`src/rtl/xdma_c2h_chan_mux.sv`:
```
// Round-robin packet multiplexer from NUM_CH capture streams into the XDMA C2H channel-0 stream.
// Optionally prefixes each packet with a channel/sequence header beat, and splits packets at MAX_BEATS.
module xdma_c2h_chan_mux #(
  parameter int DATA_WIDTH = 64,
  parameter int NUM_CH     = 4,
  parameter int HDR_EN     = 1,
  parameter int MAX_BEATS  = 256
) (
  input  logic                         user_clk,
  input  logic                         user_reset,
  input  logic [NUM_CH-1:0]            ch_enable,
  input  logic [NUM_CH*DATA_WIDTH-1:0] s_axis_tdata,
  input  logic [NUM_CH*DATA_WIDTH/8-1:0] s_axis_tkeep,
  input  logic [NUM_CH-1:0]            s_axis_tlast,
  input  logic [NUM_CH-1:0]            s_axis_tvalid,
  output logic [NUM_CH-1:0]            s_axis_tready,
  output logic [DATA_WIDTH-1:0]        m_axis_c2h_tdata,
  output logic [DATA_WIDTH/8-1:0]      m_axis_c2h_tkeep,
  output logic                         m_axis_c2h_tlast,
  output logic                         m_axis_c2h_tvalid,
  input  logic                         m_axis_c2h_tready,
  output logic                         busy,
  output logic [15:0]                  split_cnt
);

  localparam int          KW  = DATA_WIDTH / 8;
  localparam int          CW  = $clog2(NUM_CH);
  localparam int unsigned NCH = NUM_CH;

  typedef enum logic [1:0] {IDLE, HDR, DATA} state_t;

  state_t state, state_nxt;

  // grant doubles as last_grant: it holds the most recent winner between packets
  logic [CW-1:0]         grant;
  logic [CW-1:0]         pick;
  logic [CW-1:0]         idx;
  logic                  pick_vld;
  logic [31:0]           seq [NUM_CH];
  logic [15:0]           beat_cnt;
  logic                  out_free;
  logic                  in_fire;
  logic                  at_limit;
  logic                  sel_last;
  logic [DATA_WIDTH-1:0] hdr_word;
  logic [DATA_WIDTH-1:0] ch_data [NUM_CH];
  logic [KW-1:0]         ch_keep [NUM_CH];

  for (genvar i = 0; i < NUM_CH; i++) begin : g_unpack
    assign ch_data[i] = s_axis_tdata[i*DATA_WIDTH +: DATA_WIDTH];
    assign ch_keep[i] = s_axis_tkeep[i*KW +: KW];
  end

  assign out_free = !m_axis_c2h_tvalid || m_axis_c2h_tready;
  assign in_fire  = (state == DATA) && s_axis_tvalid[grant] && out_free;
  assign at_limit = (beat_cnt == 16'(MAX_BEATS - 1));
  assign sel_last = s_axis_tlast[grant] || at_limit;

  // Round-robin search starting one past the previous winner
  always_comb begin
    pick     = grant;
    pick_vld = 1'b0;
    idx      = '0;
    for (int unsigned k = 1; k <= NCH; k++) begin
      idx = CW'((32'(grant) + k) % NCH);
      if (!pick_vld && s_axis_tvalid[idx] && ch_enable[idx]) begin
        pick     = idx;
        pick_vld = 1'b1;
      end
    end
  end

  always_comb begin
    hdr_word         = '0;
    hdr_word[63:56]  = 8'hA5;
    hdr_word[55:48]  = 8'(grant);
    hdr_word[31:0]   = seq[grant];
  end

  always_ff @(posedge user_clk) begin
    if (user_reset) state <= IDLE;
    else            state <= state_nxt;
  end

  always_comb begin
    state_nxt = state;
    case (state)
      IDLE: if (pick_vld) state_nxt = (HDR_EN != 0) ? HDR : DATA;
      HDR:  if (out_free) state_nxt = DATA;
      DATA: if (in_fire && sel_last) state_nxt = IDLE;
      default: state_nxt = IDLE;
    endcase
  end

  always_comb begin
    s_axis_tready = '0;
    if (state == DATA) s_axis_tready[grant] = out_free;
    busy = (state != IDLE);
  end

  always_ff @(posedge user_clk) begin
    if (user_reset) begin
      grant             <= CW'(NUM_CH - 1);
      beat_cnt          <= '0;
      split_cnt         <= '0;
      m_axis_c2h_tdata  <= '0;
      m_axis_c2h_tkeep  <= '0;
      m_axis_c2h_tlast  <= 1'b0;
      m_axis_c2h_tvalid <= 1'b0;
      for (int unsigned i = 0; i < NCH; i++) seq[i] <= '0;
    end else begin
      if (state == IDLE && pick_vld) grant <= pick;

      // A new beat takes priority over retiring the accepted one, keeping DATA bubble-free
      if (state == HDR && out_free) begin
        m_axis_c2h_tdata  <= hdr_word;
        m_axis_c2h_tkeep  <= '1;
        m_axis_c2h_tlast  <= 1'b0;
        m_axis_c2h_tvalid <= 1'b1;
      end else if (in_fire) begin
        m_axis_c2h_tdata  <= ch_data[grant];
        m_axis_c2h_tkeep  <= ch_keep[grant];
        m_axis_c2h_tlast  <= sel_last;
        m_axis_c2h_tvalid <= 1'b1;
      end else if (m_axis_c2h_tready) begin
        m_axis_c2h_tvalid <= 1'b0;
      end

      if (in_fire) begin
        if (sel_last) begin
          beat_cnt    <= '0;
          seq[grant]  <= seq[grant] + 32'd1;
          if (at_limit && !s_axis_tlast[grant] && split_cnt != 16'hFFFF)
            split_cnt <= split_cnt + 16'd1;
        end else begin
          beat_cnt <= beat_cnt + 16'd1;
        end
      end
    end
  end

endmodule

```
`config.mk`:
```
export PLATFORM = sky130hd
export DESIGN_NAME = xdma_c2h_chan_mux
export DESIGN_NICKNAME = d
export VERILOG_FILES = /design/src/rtl/xdma_c2h_chan_mux.sv
export SDC_FILE = /design/constraint.sdc
export NUM_CORES = 1
export LEC_CHECK = 0
export BUFFER_PORTS_ARGS = -buffer_cell sky130_fd_sc_hd__buf_4
export CORE_MARGIN = 2
export CORE_UTILIZATION = 55
export DETAILED_ROUTE_END_ITERATION = 10
export GPL_TIMING_DRIVEN = 1
export PLACE_DENSITY = 0.83
export SLEW_MARGIN = 25
export SYNTH_ARGS = -nofsm -noshare
export SYNTH_HDL_FRONTEND = slang
export SYNTH_SLANG_ARGS = --single-unit
```
`constraint.sdc`:
```
create_clock -name user_clk -period 6.66 [get_ports user_clk]
set_input_delay 0.333 -clock user_clk [delete_from_list [all_inputs] [get_ports user_clk]]
set_output_delay 0.333 -clock user_clk [all_outputs]
set_load 0.02 [all_outputs]
```
# Yosys cells after proc, flatten, opt, wreduce, memory -nomap -nowiden
# Memories as Yosys holds them, arrays and structs flattened. A register that Yosys moved wholly into a read port is not among the register bits.
# Cells that the tools add are included.
totals:
  word_cells: 125
  ram_bits: 128
  memories: 1
  reg_bits: 110
  inputBits: 303
  out_inout_bits: 95
op_classes:
  muxes: 60
  n_eq_ne: 7
  n_bitwise: 2
  n_lt_le_gt_ge: 7
  n_addsub: 7
  n_reduce_logical: 32
mem_list:
  columns: ["name", "depth", "width", "rd", "rd_ports_with_merged_regs", "wr", "line", "text"]
  rows:
  - ["seq", 4, 32, 1, 1, 4, "39", "logic [31:0] seq [NUM_CH];"]
op_table:
  columns: ["operator", "count"]
  rows:
  - ["$mux 64", 4]
  - ["$bmux 64 s2", 1]
  - ["$add 16x1->16 const B", 2]
  - ["$add 32x1->32 const B", 1]
  - ["$mux 32", 1]
  - ["$mux 8", 4]
  - ["$reduce_or 32->1", 1]
  - ["$mux 1", 25]
  - ["$bmux 1 s2", 10]
  - ["$mux 2", 10]
  - ["$bmux 8 s2", 1]
  - ["$eq 16x8->1 const B", 1]
  - ["$mux 16", 1]
  - ["$ne 16x16->1 const B", 1]
  - ["$logic_and 1x1->1", 15]
  - ["$lt 2x3->1 const B", 5]
  - ["$pmux 2 s3", 1]
  - ["$reduce_and 3->1", 2]
  - ["$logic_not 1->1", 5]
  - ["$add 2x1->2 const B", 2]
  - ["$add 2x2->2 const B", 2]
  - ["$and 4x4->4", 1]
  - ["$mux 4", 1]
  - ["$ne 2x2->1 const B", 2]
  - ["14 further kinds", 16]

# Longest topological paths before layout
# Gate-level depths: netlist of the first run.
logic_depth:
  ltp_word: 21
  depth_mapped: 10

# Worst setup path before layout of the first run
# OpenSTA, ideal clock, no wires.
synth_path:
  path_kind: "register -> register"
  from: "register grant[1]"
  to: "memory seq[2][0], enable pin"
  arrival_time_ps: 2546
  path_stages_with_launch: 10
  required_time_ps: 6181
  n_path_buf: 4
  slack_ps: 3635
  cell_sequence: "dfxtp_1 buf_4 mux4_2 and3_1 clkbuf_1 o211ai_1 or3_1 clkbuf_1 buf_2 nand2_1"
synth_rtl:
  columns: ["item", "line", "text"]
  rows:
  - ["from (decl)", "35", "logic [CW-1:0] grant;"]
  - ["from (signal assigned)", "103", "grant <= CW'(NUM_CH - 1);"]
  - ["from (signal assigned)", "112", "if (state == IDLE && pick_vld) grant <= pick;"]
  - ["to (decl)", "39", null]

# Final worst setup path of the first run
layout_path:
  from: "register grant[0]"
  to: "register split_cnt[15]"
layout_between:
  elab_chain_cells: 6
  elab_cells_between_ends: 11
layout_lines:
  columns: ["item", "line", "text"]
  rows:
  - ["$bmux 1 s2", "57, 133", null]
  - ["$mux 1 (implied by the code)", "57, 133", null]
  - ["$logic_not 1->1", "133", "if (at_limit && !s_axis_tlast[grant] && split_cnt != 16'hFFFF)"]
  - ["$logic_and 1x1->1 (2 in a row)", "133", null]
  - ["$reduce_and 3->1 (no source line) *", null, null]
  - ["to (signal assigned)", "134", "split_cnt <= split_cnt + 16'd1;"]
  - ["to (decl)", "23", "output logic [15:0] split_cnt"]
# Every way passes the cells marked *; elsewhere a longest branch is shown, timed or not. The select of a mux whose other input is x is not followed.
# A chain may end at the register's enable or synchronous reset.

==> impl_metrics.env, run 1 <==
export IMPL_maxUsedRoutingLayer="met5"
export IMPL_m1WireLength_mm=14.0
export IMPL_final_core_util=0.743
export IMPL_fin_crit_sh=0.598
export IMPL_clk_root_buffer_cell="sky130_fd_sc_hd__clkbuf_16"
export IMPL_peakVddDrop_mv=0.178
export IMPL_synth_seq_area_share=0.492
export IMPL_synthesis_yosys_warnings=0
export IMPL_grt_antenna_before_repair=3
export IMPL_port_buffer_count=397
export IMPL_power_leakage_uw=0.00661
export IMPL_place_worst_setup_slack_ns=2.61
export IMPL_synth_lib_cells_used_distinct=46
export IMPL_setup_repair_after_global_routing_missed_its_margin="no"
export IMPL_start_util=0.563
export IMPL_crit_type="reg -> reg"
export IMPL_nets=1768
export IMPL_maxClockFrequency_ghz=0.251
export IMPL_status="finished, final reports clean"
export IMPL_final_total_pwr_uw=5030
export IMPL_finalHoldViolCount=0
export IMPL_worst_setup_path_start_kind="flop"
export IMPL_tightest_slew_ns=1.08
export IMPL_wl_met2_mm=18.5
export IMPL_cts_setup_buffers=0
export IMPL_netlist_top_cells_count="201 x sky130_fd_sc_hd__nor2_1, 175 x sky130_fd_sc_hd__nand2_1, 128 x sky130_fd_sc_hd__edfxtp_1"
export IMPL_tritoncts_clock_tree="built"
export IMPL_top_cells_by_area_synth="sky130_fd_sc_hd__edfxtp_1 31%, sky130_fd_sc_hd__mux4_2 19%, sky130_fd_sc_hd__dfxtp_1 18%"
export IMPL_overflow=0
export IMPL_drt_antenna_violating_nets=0
export IMPL_tritoncts_num_sinks=240
export IMPL_timing_final_setup_violations=0
export IMPL_first_global_vias=10700
export IMPL_worst_path_max_fanout=78
export IMPL_rows=54
export IMPL_area_growth_synth_to_final_pct=32.0
export IMPL_dieHeight_um=154
export IMPL_timing_max_transition_violations_final=0
export IMPL_syn_instance_count=1103
export IMPL_fin_tns_setup_ns=0
export IMPL_globalplace_congestion=0.896
export IMPL_synth_seq_cells=240
export IMPL_timing_hold_ws_ns=0.282
export IMPL_async_set_or_reset_register_ratio_after_synthesis=0
export IMPL_worstHoldPathType="in -> reg"
export IMPL_drive_above_1_share=0.393
export IMPL_floorplan_die_area_mm2=0.0237
export IMPL_endpoint_kind="flop"
export IMPL_skew_ns=0.0229
export IMPL_cts_path_max_buffers=3
export IMPL_clock_network_latency_to_the_later_pin_of_the_worst_skew_pair_ns=0.53
export IMPL_detailroute_wirelength_met3_mm=3.90
export IMPL_yosysTopAreaCell="sky130_fd_sc_hd__edfxtp_1"
export IMPL_die_w_um=154
export IMPL_power_density_mw_per_mm2=308
export IMPL_drt_iter0_markers=910
export IMPL_max_slew_margin=0.281
export IMPL_htree_num_levels=1
export IMPL_core_region_area_mm2=0.0220
export IMPL_synth_top_area_share=0.311
export IMPL_syn_cell_area_mm2=0.0124
export IMPL_critPathRequiredTime_ns=7.11
export IMPL_route_final_wire_length_mm=38.2
export IMPL_mappedNetlistNets=1413
export IMPL_crit_arrival_ns=4.43
export IMPL_detailedPlacementHpwl_mm=27.8
export IMPL_routed_wire_length_per_instance_um=21.7
export IMPL_detail_route_drc_violations=0
export IMPL_viasPerCell=5.99
export IMPL_track_usage=0.317
export IMPL_pin_count=398
export IMPL_dr_total_vias=10500
export IMPL_cts_resized=0
export IMPL_worst_setup_slack_final_ns=2.67
export IMPL_grt_pass1_wl_mm=58.1
export IMPL_ctsHoldBuffers=0
export IMPL_avgSynthCellArea_um2=11.2
export IMPL_cts_made_buffers=26
export IMPL_min_period_ns=3.99
export IMPL_number_of_flops_mapped_to_enable_cells_by_yosys=128
export IMPL_cts_reportedPaths_clkPinSlew_ns=0.06
export IMPL_grt_max_degree=79
export IMPL_maxCapViolations=0
export IMPL_synth_most_common_cell="sky130_fd_sc_hd__nor2_1"
export IMPL_router_iterations_before_antenna_repair=6
export IMPL_synthFlopType="sky130_fd_sc_hd__edfxtp_1"
==> report_power, final <==
part / total (uW) / internal [uW] / switching [uW]
logic: 1680 / 778 / 899
clock network: 1460 / 877 / 582
registers: 1900 / 1720 / 172
==> final timing paths <==
check | from | end | slack (ns) | cells after the start
max reg2reg | grant[0] | split_cnt[15] | 2.67 | 6
max | grant[0] | split_cnt[15] | 2.67 | 6
min | s_axis_tdata[226] | m_axis_c2h_tdata[34] | 0.28 | 4
min reg2reg | m_axis_c2h_tdata[41] | m_axis_c2h_tdata[41] | 0.45 | 2
==> flip-flops by register name, indices dropped and copies added (netlist names), named ones only <==
signal and count:
state 2, m_axis_c2h_tdata 64, m_axis_c2h_tvalid 1, m_axis_c2h_tlast 1
m_axis_c2h_tkeep 8, grant 2, beat_cnt 16, seq 128
split_cnt 16
==> routing by layer <==
metal,GRT usage,up-vias
li1,-,4751
met1,0.380,5115
met2,0.540,594
met3,0.0891,87
met4,0.126,2
met5,0.0248,-
==> cells by family after synthesis <==
| family | count (synthesis) | share of synthesized area |
|---|---|---|
| buffers and inverters | 96 | 0.0361 |
| AO/OA/AOI/OAI | 108 | 0.0575 |
| AND/OR/NAND/NOR | 482 | 0.169 |
| multiplexers | 112 | 0.196 |
| flip-flops | 240 | 0.492 |
| adder cells (fa/ha/maj) | 7 | 0.00708 |
| XOR/XNOR | 58 | 0.0423 |
==> worst max-delay path: stages, from the launching register on <==
cell                      delay [ns]
sky130_fd_sc_hd__dfxtp_4        0.90
sky130_fd_sc_hd__mux4_2         0.39
sky130_fd_sc_hd__nand3_4        0.69
sky130_fd_sc_hd__nor3_2         0.91
sky130_fd_sc_hd__nand3_1        0.36
sky130_fd_sc_hd__or4_1          0.48
sky130_fd_sc_hd__a21oi_1        0.15
==> metrics by stage <==
stage / instances / cell area (um^2)
2_1_floorplan: 1103 / 12400
5_1_grt: 1761 / 16300
6_report: 1762 / 16300
3_5_place_dp: 1710 / 15400
3_3_place_gp: 1710 / 15400
4_1_cts: 1758 / 16300
==> layout by cell type (no fill, tap or decap), types with 5 or more instances in the layout <==
master	instances
sky130_fd_sc_hd__nand2_1	175
sky130_fd_sc_hd__clkbuf_16	28
sky130_fd_sc_hd__or3_1	5
sky130_fd_sc_hd__xor2_1	43
sky130_fd_sc_hd__and3_1	14
sky130_fd_sc_hd__and2_1	5
sky130_fd_sc_hd__nand3_1	29
sky130_fd_sc_hd__ha_1	7
sky130_fd_sc_hd__edfxtp_1	128
sky130_fd_sc_hd__a21oi_1	41
sky130_fd_sc_hd__nor2_1	201
sky130_fd_sc_hd__inv_1	10
sky130_fd_sc_hd__o21ai_0	10
sky130_fd_sc_hd__nand4_1	21
sky130_fd_sc_hd__a31oi_1	15
sky130_fd_sc_hd__clkbuf_1	5
sky130_fd_sc_hd__clkinv_2	9
sky130_fd_sc_hd__mux4_2	104
sky130_fd_sc_hd__a311oi_1	34
sky130_fd_sc_hd__buf_4	413
sky130_fd_sc_hd__xnor2_1	13
sky130_fd_sc_hd__dfxtp_1	108
==> area by class of cell <==
class                           instances  area [um^2]
Antenna cell                            4         10.0
Clock buffer                           36          761
Clock inverter                         12          116
Fill cell                            1503         5640
Inverter                               10         37.5
Multi-Input combinational cell        767         5850
Sequential cell                       240         6100
Tap cell                              280          350
Timing Repair Buffer                  413         3100
Note: power is estimated with default switching activity, not from simulation.
==> run 2, diff against run 1 <==
--- a/config.mk
+++ b/config.mk
@@ -7,10 +7,10 @@
 export LEC_CHECK = 0
 export BUFFER_PORTS_ARGS = -buffer_cell sky130_fd_sc_hd__buf_4
 export CORE_MARGIN = 2
-export CORE_UTILIZATION = 55
+export CORE_UTILIZATION = 47
 export DETAILED_ROUTE_END_ITERATION = 10
 export GPL_TIMING_DRIVEN = 1
-export PLACE_DENSITY = 0.83
+export PLACE_DENSITY = 0.76
 export SLEW_MARGIN = 25
 export SYNTH_ARGS = -nofsm -noshare
 export SYNTH_HDL_FRONTEND = slang
==> constraint.sdc (replaced) <==
create_clock -name user_clk -period 3.2 [get_ports user_clk]
set_input_delay 0.16 -clock user_clk [delete_from_list [all_inputs] [get_ports user_clk]]
set_output_delay 0.16 -clock user_clk [all_outputs]
set_load 0.02 [all_outputs]
==> impl_metrics.env, run 2 (same netlist as run 1, synthesis figures left out) <==
export IMPL_timing_max_transition_violations_final=0
export IMPL_r2r_end="seq[0][27]"
export IMPL_start_util=0.476
export IMPL_track_usage=0.275
export IMPL_detailedPlacementHpwl_mm=28.0
export IMPL_timing_final_setup_violations=0
export IMPL_min_delay_worst_endpoint="grant[0]"
export IMPL_overflow=0
export IMPL_endpoint_kind="flop"
export IMPL_count_of_cells_along_the_worst_register_to_register_path=8
export IMPL_min_period_ns=2.95
export IMPL_drt_iter0_markers=939
export IMPL_nets=1782
export IMPL_maxCapViolations=0
export IMPL_crit_arrival_ns=3.21
export IMPL_port_buffer_count=397
export IMPL_skew_ns=0.0173
export IMPL_ctsHoldBuffers=0
export IMPL_crit_type="reg -> reg"
export IMPL_tritoncts_num_sinks=240
export IMPL_max_flop_register="seq"
export IMPL_grt_pass1_wl_mm=59.7
export IMPL_peakVddDrop_mv=0.474
export IMPL_router_iterations_before_antenna_repair=6
export IMPL_path_buf_inv=2
export IMPL_nFillCells=2108
export IMPL_first_global_vias=10700
export IMPL_rows=59
export IMPL_route_final_wire_length_mm=38.7
export IMPL_cell_class_contributing_the_biggest_share_of_worst_path_delay="multiplexers"
export IMPL_setup_repair_after_global_routing_missed_its_margin="no"
export IMPL_rrSetupSlack_ns=0.25
export IMPL_routed_wire_length_per_instance_um=21.1
export IMPL_clock_network_latency_to_the_later_pin_of_the_worst_skew_pair_ns=0.54
export IMPL_cts_setup_buffers=0
export IMPL_core_region_area_mm2=0.0260
export IMPL_crit_path_top_delay_cell="sky130_fd_sc_hd__mux4_2"
export IMPL_cts_resized=0
export IMPL_floorplan_die_area_mm2=0.0276
export IMPL_clk_root_buffer_cell="sky130_fd_sc_hd__clkbuf_16"
export IMPL_worst_path_max_fanout=17
export IMPL_status="finished, final reports clean"
export IMPL_mostFrequentLayoutCell="sky130_fd_sc_hd__buf_4"
export IMPL_globalplace_congestion=0.908
export IMPL_worstHoldPathType="in -> reg"
export IMPL_max_slew_margin=0.322
export IMPL_fin_tns_setup_ns=0
export IMPL_grt_max_degree=65
export IMPL_power_density_mw_per_mm2=630
export IMPL_power_leakage_uw=0.00669
export IMPL_cp_common_cell="sky130_fd_sc_hd__buf_4"
export IMPL_timing_hold_worst_path_depth=4
export IMPL_die_w_um=166
export IMPL_cts_made_buffers=27
export IMPL_drt_antenna_violating_nets=0
export IMPL_drive_above_1_share=0.395
export IMPL_largest_reg_flops=128
export IMPL_tightest_slew_ns=1.01
export IMPL_pin_count=398
export IMPL_layout_top_registers="seq x128, m_axis_c2h_tdata x64"
export IMPL_htree_num_levels=1
export IMPL_area_of_combinational_cells_with_multiple_inputs_mm2=0.00587
export IMPL_regArea_mm2=0.00609
export IMPL_tritoncts_clock_tree="built"
export IMPL_dieHeight_um=166
export IMPL_critPathRequiredTime_ns=3.46
export IMPL_crit_path_max_incr_delay_ns=0.62
export IMPL_final_core_util=0.635
export IMPL_path_cells="buf_4 -> mux4_2 -> and4_1 -> nor4bb_1 -> buf_4 -> nand3_1 -> xor2_1 -> nor2_1"
export IMPL_worst_setup_path_start_kind="flop"
export IMPL_cts_reportedPaths_clkPinSlew_ns=0.06
export IMPL_detail_route_drc_violations=0
export IMPL_fin_crit_sh=0.921
export IMPL_viasPerCell=5.78
export IMPL_dr_total_vias=10600
export IMPL_grt_antenna_before_repair=8
export IMPL_maxClockFrequency_ghz=0.339
export IMPL_cts_path_max_buffers=3
export IMPL_finalHoldViolCount=0
export IMPL_area_growth_synth_to_final_pct=33.5
export IMPL_timing_hold_worst_start="user_reset"
export IMPL_final_cell_mix="422 x sky130_fd_sc_hd__buf_4, 201 x sky130_fd_sc_hd__nor2_1, 175 x sky130_fd_sc_hd__nand2_1, 128 x sky130_fd_sc_hd__edfxtp_1, 109 x sky130_fd_sc_hd__dfxtp_1"
-- run 2: cell count changes in the layout (fill, tap and decap cells not counted), sizes merged --
cell / change
diode: +1
clkbuf: -1
buf: +13
bufinv: -1
clkinv: +4
-- run 2: layout make-up --
class	instances	area share
Sequential cell	240	0.369
Multi-Input combinational cell	767	0.355
Timing Repair Buffer	426	0.197
Clock buffer	35	0.0446
Tap cell	335	0.0254
Clock inverter	15	0.00591
Inverter	10	0.00227
Antenna cell	5	0.000758
-- run 2: per-layer routing --
layer | global-route usage | share of wire | up-vias
met5 | 0.0191 | 0.0028 | -
li1 | - | - | 4790
met4 | 0.0918 | 0.029 | 8
met3 | 0.0732 | 0.099 | 76
met2 | 0.460 | 0.48 | 576
met1 | 0.347 | 0.39 | 5139
-- run 2: worst reg2reg max path, cell delays in order, from the launching register on --
cell and delay, ns:
sky130_fd_sc_hd__dfxtp_2 0.59, sky130_fd_sc_hd__buf_4 0.41, sky130_fd_sc_hd__mux4_2 0.63, sky130_fd_sc_hd__and4_1 0.23, sky130_fd_sc_hd__nor4bb_1 0.13, sky130_fd_sc_hd__buf_4 0.18, sky130_fd_sc_hd__nand3_1 0.11, sky130_fd_sc_hd__xor2_1 0.30
sky130_fd_sc_hd__nor2_1 0.09
-- run 2: worst max path at each step --
stage	start	to	slack (ns)	cells after the start
detailed placement	flop	seq[2][29]	0.24	8
global route	flop	seq[2][31]	0.06	8
finish	flop	seq[0][27]	0.25	8
global placement	flop	seq[0][29]	0.31	8
CTS	flop	seq[2][22]	0.21	8
floorplan	grant[1]	seq[2][0]	0.18	9
-- run 2: metrics by stage --
stage	instance area (um^2)	power, uW	hold WS, ns	std cells	setup slack, ns
6_report	16500	10400	0.0762	1833	0.252
5_1_grt	16500	10900	0.0735	1832	0.0584
4_1_cts	16500	10500	0.0435	1828	0.214
3_5_place_dp	15700	7550	0.447	1778	0.243
3_3_place_gp	15700	7480	0.439	1778	0.315
2_1_floorplan	12400	6260	0.422	1103	0.175
-- run 2: power breakdown --
part | internal [uW] | switching, uW | total, uW
Clock | 1690 | 1200 | 2890
Combinational | 1660 | 2040 | 3710
Sequential | 3590 | 215 | 3800
Total | 6940 | 3460 | 10400
